==> src/rtl/wb_pkg.sv <==
// Shared types for the write-back commit stage: register-file write request and helpers.
package wb_pkg;

  localparam int REG_ADDR_W = 5;
  localparam int XLEN       = 32;

  typedef struct packed {
    logic                  we;
    logic [REG_ADDR_W-1:0] waddr;
    logic [XLEN-1:0]       wdata;
  } wb_req_t;

  // Writes to x0 never reach the register file.
  function automatic logic wb_is_write(input wb_req_t req);
    return req.we && (req.waddr != '0);
  endfunction

endpackage

==> src/rtl/wb_fifo.sv <==
// Synchronous FIFO of write-back requests; extra pointer bit distinguishes full from empty.
module wb_fifo
  import wb_pkg::*;
#(
  parameter int DEPTH = 2
) (
  input  logic    clk,
  input  logic    rst,
  input  logic    push,
  input  wb_req_t push_data,
  input  logic    pop,
  output logic    full,
  output logic    empty,
  output wb_req_t head
);

  localparam int IDX_W = $clog2(DEPTH);
  localparam int PTR_W = IDX_W + 1;

  wb_req_t          mem [DEPTH];
  logic [PTR_W-1:0] wr_ptr;
  logic [PTR_W-1:0] rd_ptr;
  logic             do_push;
  logic             do_pop;

  assign empty = (wr_ptr == rd_ptr);
  assign full  = (wr_ptr[PTR_W-1] != rd_ptr[PTR_W-1]) &&
                 (wr_ptr[IDX_W-1:0] == rd_ptr[IDX_W-1:0]);

  // A simultaneous pop makes room, so a push into a full FIFO is legal then.
  assign do_pop  = pop && !empty;
  assign do_push = push && (!full || do_pop);

  assign head = mem[rd_ptr[IDX_W-1:0]];

  always_ff @(posedge clk or posedge rst) begin
    if (rst) begin
      // NOTE: sequential state always uses non-blocking assignments so every
      // register samples pre-edge values regardless of statement order.
      wr_ptr <= '0;
      rd_ptr <= '0;
    end else begin
      if (do_push) wr_ptr <= wr_ptr + 1'b1;
      if (do_pop)  rd_ptr <= rd_ptr + 1'b1;
    end
  end

  // NOTE: storage is deliberately not reset; the pointers alone define which
  // entries are valid, and an unreset array maps onto plain RAM/flops cheaply.
  always_ff @(posedge clk) begin
    if (do_push) mem[wr_ptr[IDX_W-1:0]] <= push_data;
  end

endmodule

==> src/rtl/wb_commit.sv <==
// Write-back commit: pipeline/long-latency arbitration onto one register-file port.
// Optional pending-register scoreboard built when WB_SCOREBOARD_EN is defined.
module wb_commit
  import wb_pkg::*;
#(
  parameter int DEPTH        = 2,
  parameter int STARVE_LIMIT = 4
) (
  input  logic                  clk,
  input  logic                  rst,
  input  logic                  pipe_valid,
  input  logic                  pipe_we,
  input  logic [REG_ADDR_W-1:0] pipe_waddr,
  input  logic [XLEN-1:0]       pipe_wdata,
  input  logic                  lu_valid,
  output logic                  lu_ready,
  input  logic [REG_ADDR_W-1:0] lu_waddr,
  input  logic [XLEN-1:0]       lu_wdata,
  input  logic                  iss_valid,
  input  logic [REG_ADDR_W-1:0] iss_waddr,
  input  logic [REG_ADDR_W-1:0] q_raddr1,
  input  logic [REG_ADDR_W-1:0] q_raddr2,
  output logic                  busy1,
  output logic                  busy2,
  output logic                  wb_stall,
  output logic                  we,
  output logic [REG_ADDR_W-1:0] waddr,
  output logic [XLEN-1:0]       wdata
);

  localparam int                CNT_W = $clog2(STARVE_LIMIT + 1);
  localparam logic [CNT_W-1:0] LIMIT = CNT_W'(STARVE_LIMIT);

  wb_req_t          pipe_req;
  wb_req_t          lu_req;
  wb_req_t          fifo_head;
  logic             fifo_full;
  logic             fifo_empty;
  logic             lu_push;
  logic             fifo_pop;
  logic             pipe_wins;
  logic             lu_commit;
  logic [CNT_W-1:0] starve_cnt;

  assign pipe_req = '{we: pipe_we, waddr: pipe_waddr, wdata: pipe_wdata};
  assign lu_req   = '{we: 1'b1, waddr: lu_waddr, wdata: lu_wdata};

  // lu_ready comes from registered pointers only, so a pop frees it next cycle.
  assign lu_ready  = !fifo_full;
  assign lu_push   = lu_valid && lu_ready;
  assign pipe_wins = pipe_valid && wb_is_write(pipe_req);
  assign fifo_pop  = !pipe_wins && !fifo_empty;
  assign lu_commit = fifo_pop && wb_is_write(fifo_head);

  wb_fifo #(
    .DEPTH(DEPTH)
  ) u_fifo (
    .clk      (clk),
    .rst      (rst),
    .push     (lu_push),
    .push_data(lu_req),
    .pop      (fifo_pop),
    .full     (fifo_full),
    .empty    (fifo_empty),
    .head     (fifo_head)
  );

  // Address/data hold on idle cycles; only the enable drops.
  always_ff @(posedge clk or posedge rst) begin
    if (rst) begin
      we    <= 1'b0;
      waddr <= '0;
      wdata <= '0;
    end else begin
      we <= pipe_wins || lu_commit;
      if (pipe_wins) begin
        waddr <= pipe_req.waddr;
        wdata <= pipe_req.wdata;
      end else if (lu_commit) begin
        waddr <= fifo_head.waddr;
        wdata <= fifo_head.wdata;
      end
    end
  end

  always_ff @(posedge clk or posedge rst) begin
    if (rst) begin
      starve_cnt <= '0;
    end else if (fifo_pop || fifo_empty) begin
      starve_cnt <= '0;
    end else if (starve_cnt != LIMIT) begin
      starve_cnt <= starve_cnt + 1'b1;
    end
  end

  assign wb_stall = (starve_cnt == LIMIT);

`ifdef WB_SCOREBOARD_EN
  logic [31:0] pending;
  logic [31:0] pending_next;

  // Clear first, then set, so a same-cycle issue to the committing register wins.
  always_comb begin
    // NOTE: default assignment first keeps this block free of inferred latches.
    pending_next = pending;
    if (lu_commit) pending_next[fifo_head.waddr] = 1'b0;
    if (iss_valid) pending_next[iss_waddr] = 1'b1;
    pending_next[0] = 1'b0;
  end

  always_ff @(posedge clk or posedge rst) begin
    if (rst) pending <= '0;
    else     pending <= pending_next;
  end

  assign busy1 = pending[q_raddr1];
  assign busy2 = pending[q_raddr2];
`else
  logic unused_sb;
  assign unused_sb = &{1'b0, iss_valid, iss_waddr, q_raddr1, q_raddr2};
  assign busy1     = 1'b0;
  assign busy2     = 1'b0;
`endif

endmodule

==> config.mk <==
export PLATFORM = sky130hd
export DESIGN_NAME = wb_commit
export DESIGN_NICKNAME = d
export VERILOG_FILES = /design/src/rtl/wb_pkg.sv /design/src/rtl/wb_fifo.sv /design/src/rtl/wb_commit.sv
export SDC_FILE = /design/constraint.sdc
export NUM_CORES = 1
export LEC_CHECK = 0
export BUFFER_PORTS_ARGS = -buffer_cell sky130_fd_sc_hd__buf_2
export CORE_ASPECT_RATIO = 1.75
export CORE_MARGIN = 2
export CORE_UTILIZATION = 41
export DETAILED_ROUTE_END_ITERATION = 8
export GPL_ROUTABILITY_DRIVEN = 0
export PLACE_DENSITY = 0.63
export SYNTH_ARGS = -nofsm -noshare
export SYNTH_HDL_FRONTEND = slang
export SYNTH_SLANG_ARGS = --single-unit
==> constraint.sdc <==
create_clock -name clk -period 4.6 [get_ports clk]
set_input_delay 0.46 -clock clk [delete_from_list [all_inputs] [get_ports clk]]
set_output_delay 0.46 -clock clk [all_outputs]
set_load 0.1 [all_outputs]
==> results.cfg <==
[run_status]
outcome = completed

[drt]
finalWirelength_microns = 10200
vias = 2810
antenna_left = 0
dr.pass1.iters = 4
first_iter_violations = 67
viasPerCell = 5.04
wl_per_cell_microns = 18.3
drc = 0

[sta]
tns_ps = 0
finalWorstPathRequiredPeriod_ps = 2670
drv_slew = 0
setup_viol = 0
worst_slew_pin_slew_ps = 1030
fmax_mhz = 374
fin_crit_sh = 0.581
slew_headroom = 0.313
hold_violations = 0
fin_skew_ps = 11.0
rsz0062_at_grt = no

[layout]
layout-drive-gt1-share = 0.624
final_area_sq_um = 6280
layout_commonest_cell = buf_2
syn2layout_area_growth_pct = 25.6
fillCellCount = 998
layout_common_cells = buf_2, mux2_2, edfxtp_1
layout.nets = 508

[die]
die_area_sq_um = 13100
die_w_microns = 87.5
start_util = 0.419
fp.dieH_microns = 150
design.core.area_sq_um = 11900
rows = 53
ioPinCount = 137

[placed_design]
hpwl_microns = 6810
port_buffers = 118
placed_area_sq_um = 5730

[setup_path]
path_depth = 5
critPathArrivalTime_ps = 2950
cp_num_buf_inv = 1
end_kind = flip-flop
critical-path-max-stage-delay_ps = 740
crit_slowest_cell = dfrtp_2
crit_family = flip-flops
worstSetupStartpoint = u_fifo.rd_ptr[0]
cp-endpoint = wdata[23]
critPathMaxFanout = 27
reg2reg_to = wdata[23]
critical_path_class = flip-flop to flip-flop
regToRegStartpoint = u_fifo.rd_ptr[0]
required_ps = 4880
worstRegToRegCells = 5
crit_path_start_kind = flip-flop
setup.reg_to_reg.worst_slack_ps = 1930
worstPathCellList = xnor2_1 > nand2b_1 > a21bo_2 > buf_4 > mux2_2

[cts]
clkTransAtPathRegs_ps = 50
h-tree-depth = 4
cts_tree = done
cts_resized = 0
cts_root_buf = clkbuf_16
postCtsSetupBuffers = 0
clock_path_buffers = 2
hold_buffers = 0
cts_buffers = 17
cts_num_sinks = 119
clkLatencyLatePin_ps = 400

[global_routing]
antenna_found_initial = 0
grt-ovfl-total = 0
grt_pass1_vias = 3113
grt_util_all_layers = 0.167
grt_pass1_wl_microns = 15900
grt_max_degree = 46

[synthesis]
ys_warn_count = 0
synth_cell_types = 29
synth_async_sr_flop_share = 0.378
ys_seq_area_frac = 0.670
netlist_area_sq_um = 5000
syn_area_per_cell_sq_um = 17.6
synth_top_area_share = 0.444
ys.flop_type = edfxtp_1
synth_area_leaders = edfxtp_1, dfrtp_1, mux2_2
synth_edf_count = 74
ys_ff_latch = 119
synth_cells = 284
synth.largest_area_cell = edfxtp_1

[worst_hold_path]
worstHoldPathType = input pin to flip-flop

[job]
drv_cap = 0
## worst min-delay path by stage
| stage | start | end | slack (ps) | cells past startpoint |
|---|---|---|---|---|
| after floorplan | u_fifo.wr_ptr[1] | u_fifo.wr_ptr[1] | 460 | 1 |
| after global placement | u_fifo.wr_ptr[1] | u_fifo.wr_ptr[1] | 480 | 1 |
| after detailed placement | u_fifo.wr_ptr[1] | u_fifo.wr_ptr[1] | 480 | 1 |
| after CTS | lu_wdata[29] | u_fifo.mem[0][29] | 220 | 1 |
| after global routing | lu_wdata[29] | u_fifo.mem[0][29] | 230 | 1 |
| final | lu_wdata[29] | u_fifo.mem[0][29] | 250 | 1 |
## cell usage after synthesis (all sizes together) (2+ instances only)
master and count:
nand2b 2, clkbuf 4, inv 4, nor2 4, ha 2, xor2 2, dfrtp 45, nor3 2
nand2 7, buf 11, xnor2 5, mux2 110, edfxtp 74
## registers in the layout, indices dropped and copies added (netlist names)
register and cells:
u_fifo.rd_ptr 2, we 1, u_fifo.mem 74, starve_cnt 3, wdata 32, waddr 5
u_fifo.wr_ptr 2
## layer usage
metal  vias up  GRT usage  routed length (microns)
li1       1320          -                        -
met1      1402      0.160                     3620
met2        76      0.317                     6070
met3        12     0.0444                      364
met4         0     0.0785                      171
met5         -          0                        0
## per-stage QoR
stage	util	instances	hold slack, ps	setup WS [ps]
CTS	0.526	557	225	1880
global placement	0.480	529	476	1910
detailed placement	0.480	529	483	1880
finish	0.526	558	250	1930
global route	0.526	557	231	1730
floorplan	-	285	460	1070
## layout make-up
| type | count | area, sq um | share of cell area |
|---|---|---|---|
| diodes | 1 | 2.50 | 0.000398 |
| clock buffers | 23 | 478 | 0.0761 |
| multi-input cells | 147 | 1570 | 0.250 |
| repair buffers | 122 | 621 | 0.0988 |
| clock inverters | 5 | 73.8 | 0.0118 |
| flip-flops and latches | 119 | 3350 | 0.533 |
| inverters | 4 | 15.0 | 0.00239 |
| well taps | 137 | 171 | 0.0273 |
## cell families (layout without fill, tap and decap cells)
| family | Yosys count | count (layout) | share of synthesized area |
|---|---|---|---|
| xor gates and xnor gates | 7 | 7 | 0.0123 |
| other | 1 | 3 | 0.000750 |
| DFF | 119 | 119 | 0.670 |
| buffers and inverters | 19 | 154 | 0.0208 |
| AOI/OAI and AO/OA | 5 | 5 | 0.00876 |
| adders and majority gates | 2 | 2 | 0.00500 |
| and+or+nand+nor | 21 | 21 | 0.0210 |
| muxes | 110 | 110 | 0.262 |
## worst reg2reg max path: stages, from the launching register on
cell,delay (ps)
dfrtp_2,740
xnor2_1,170
nand2b_1,170
a21bo_2,660
buf_4,430
mux2_2,390
Power is left out: the tool's default activity adds up to more than one toggle a clock period on the data nets, which glitch-free logic cannot reach.
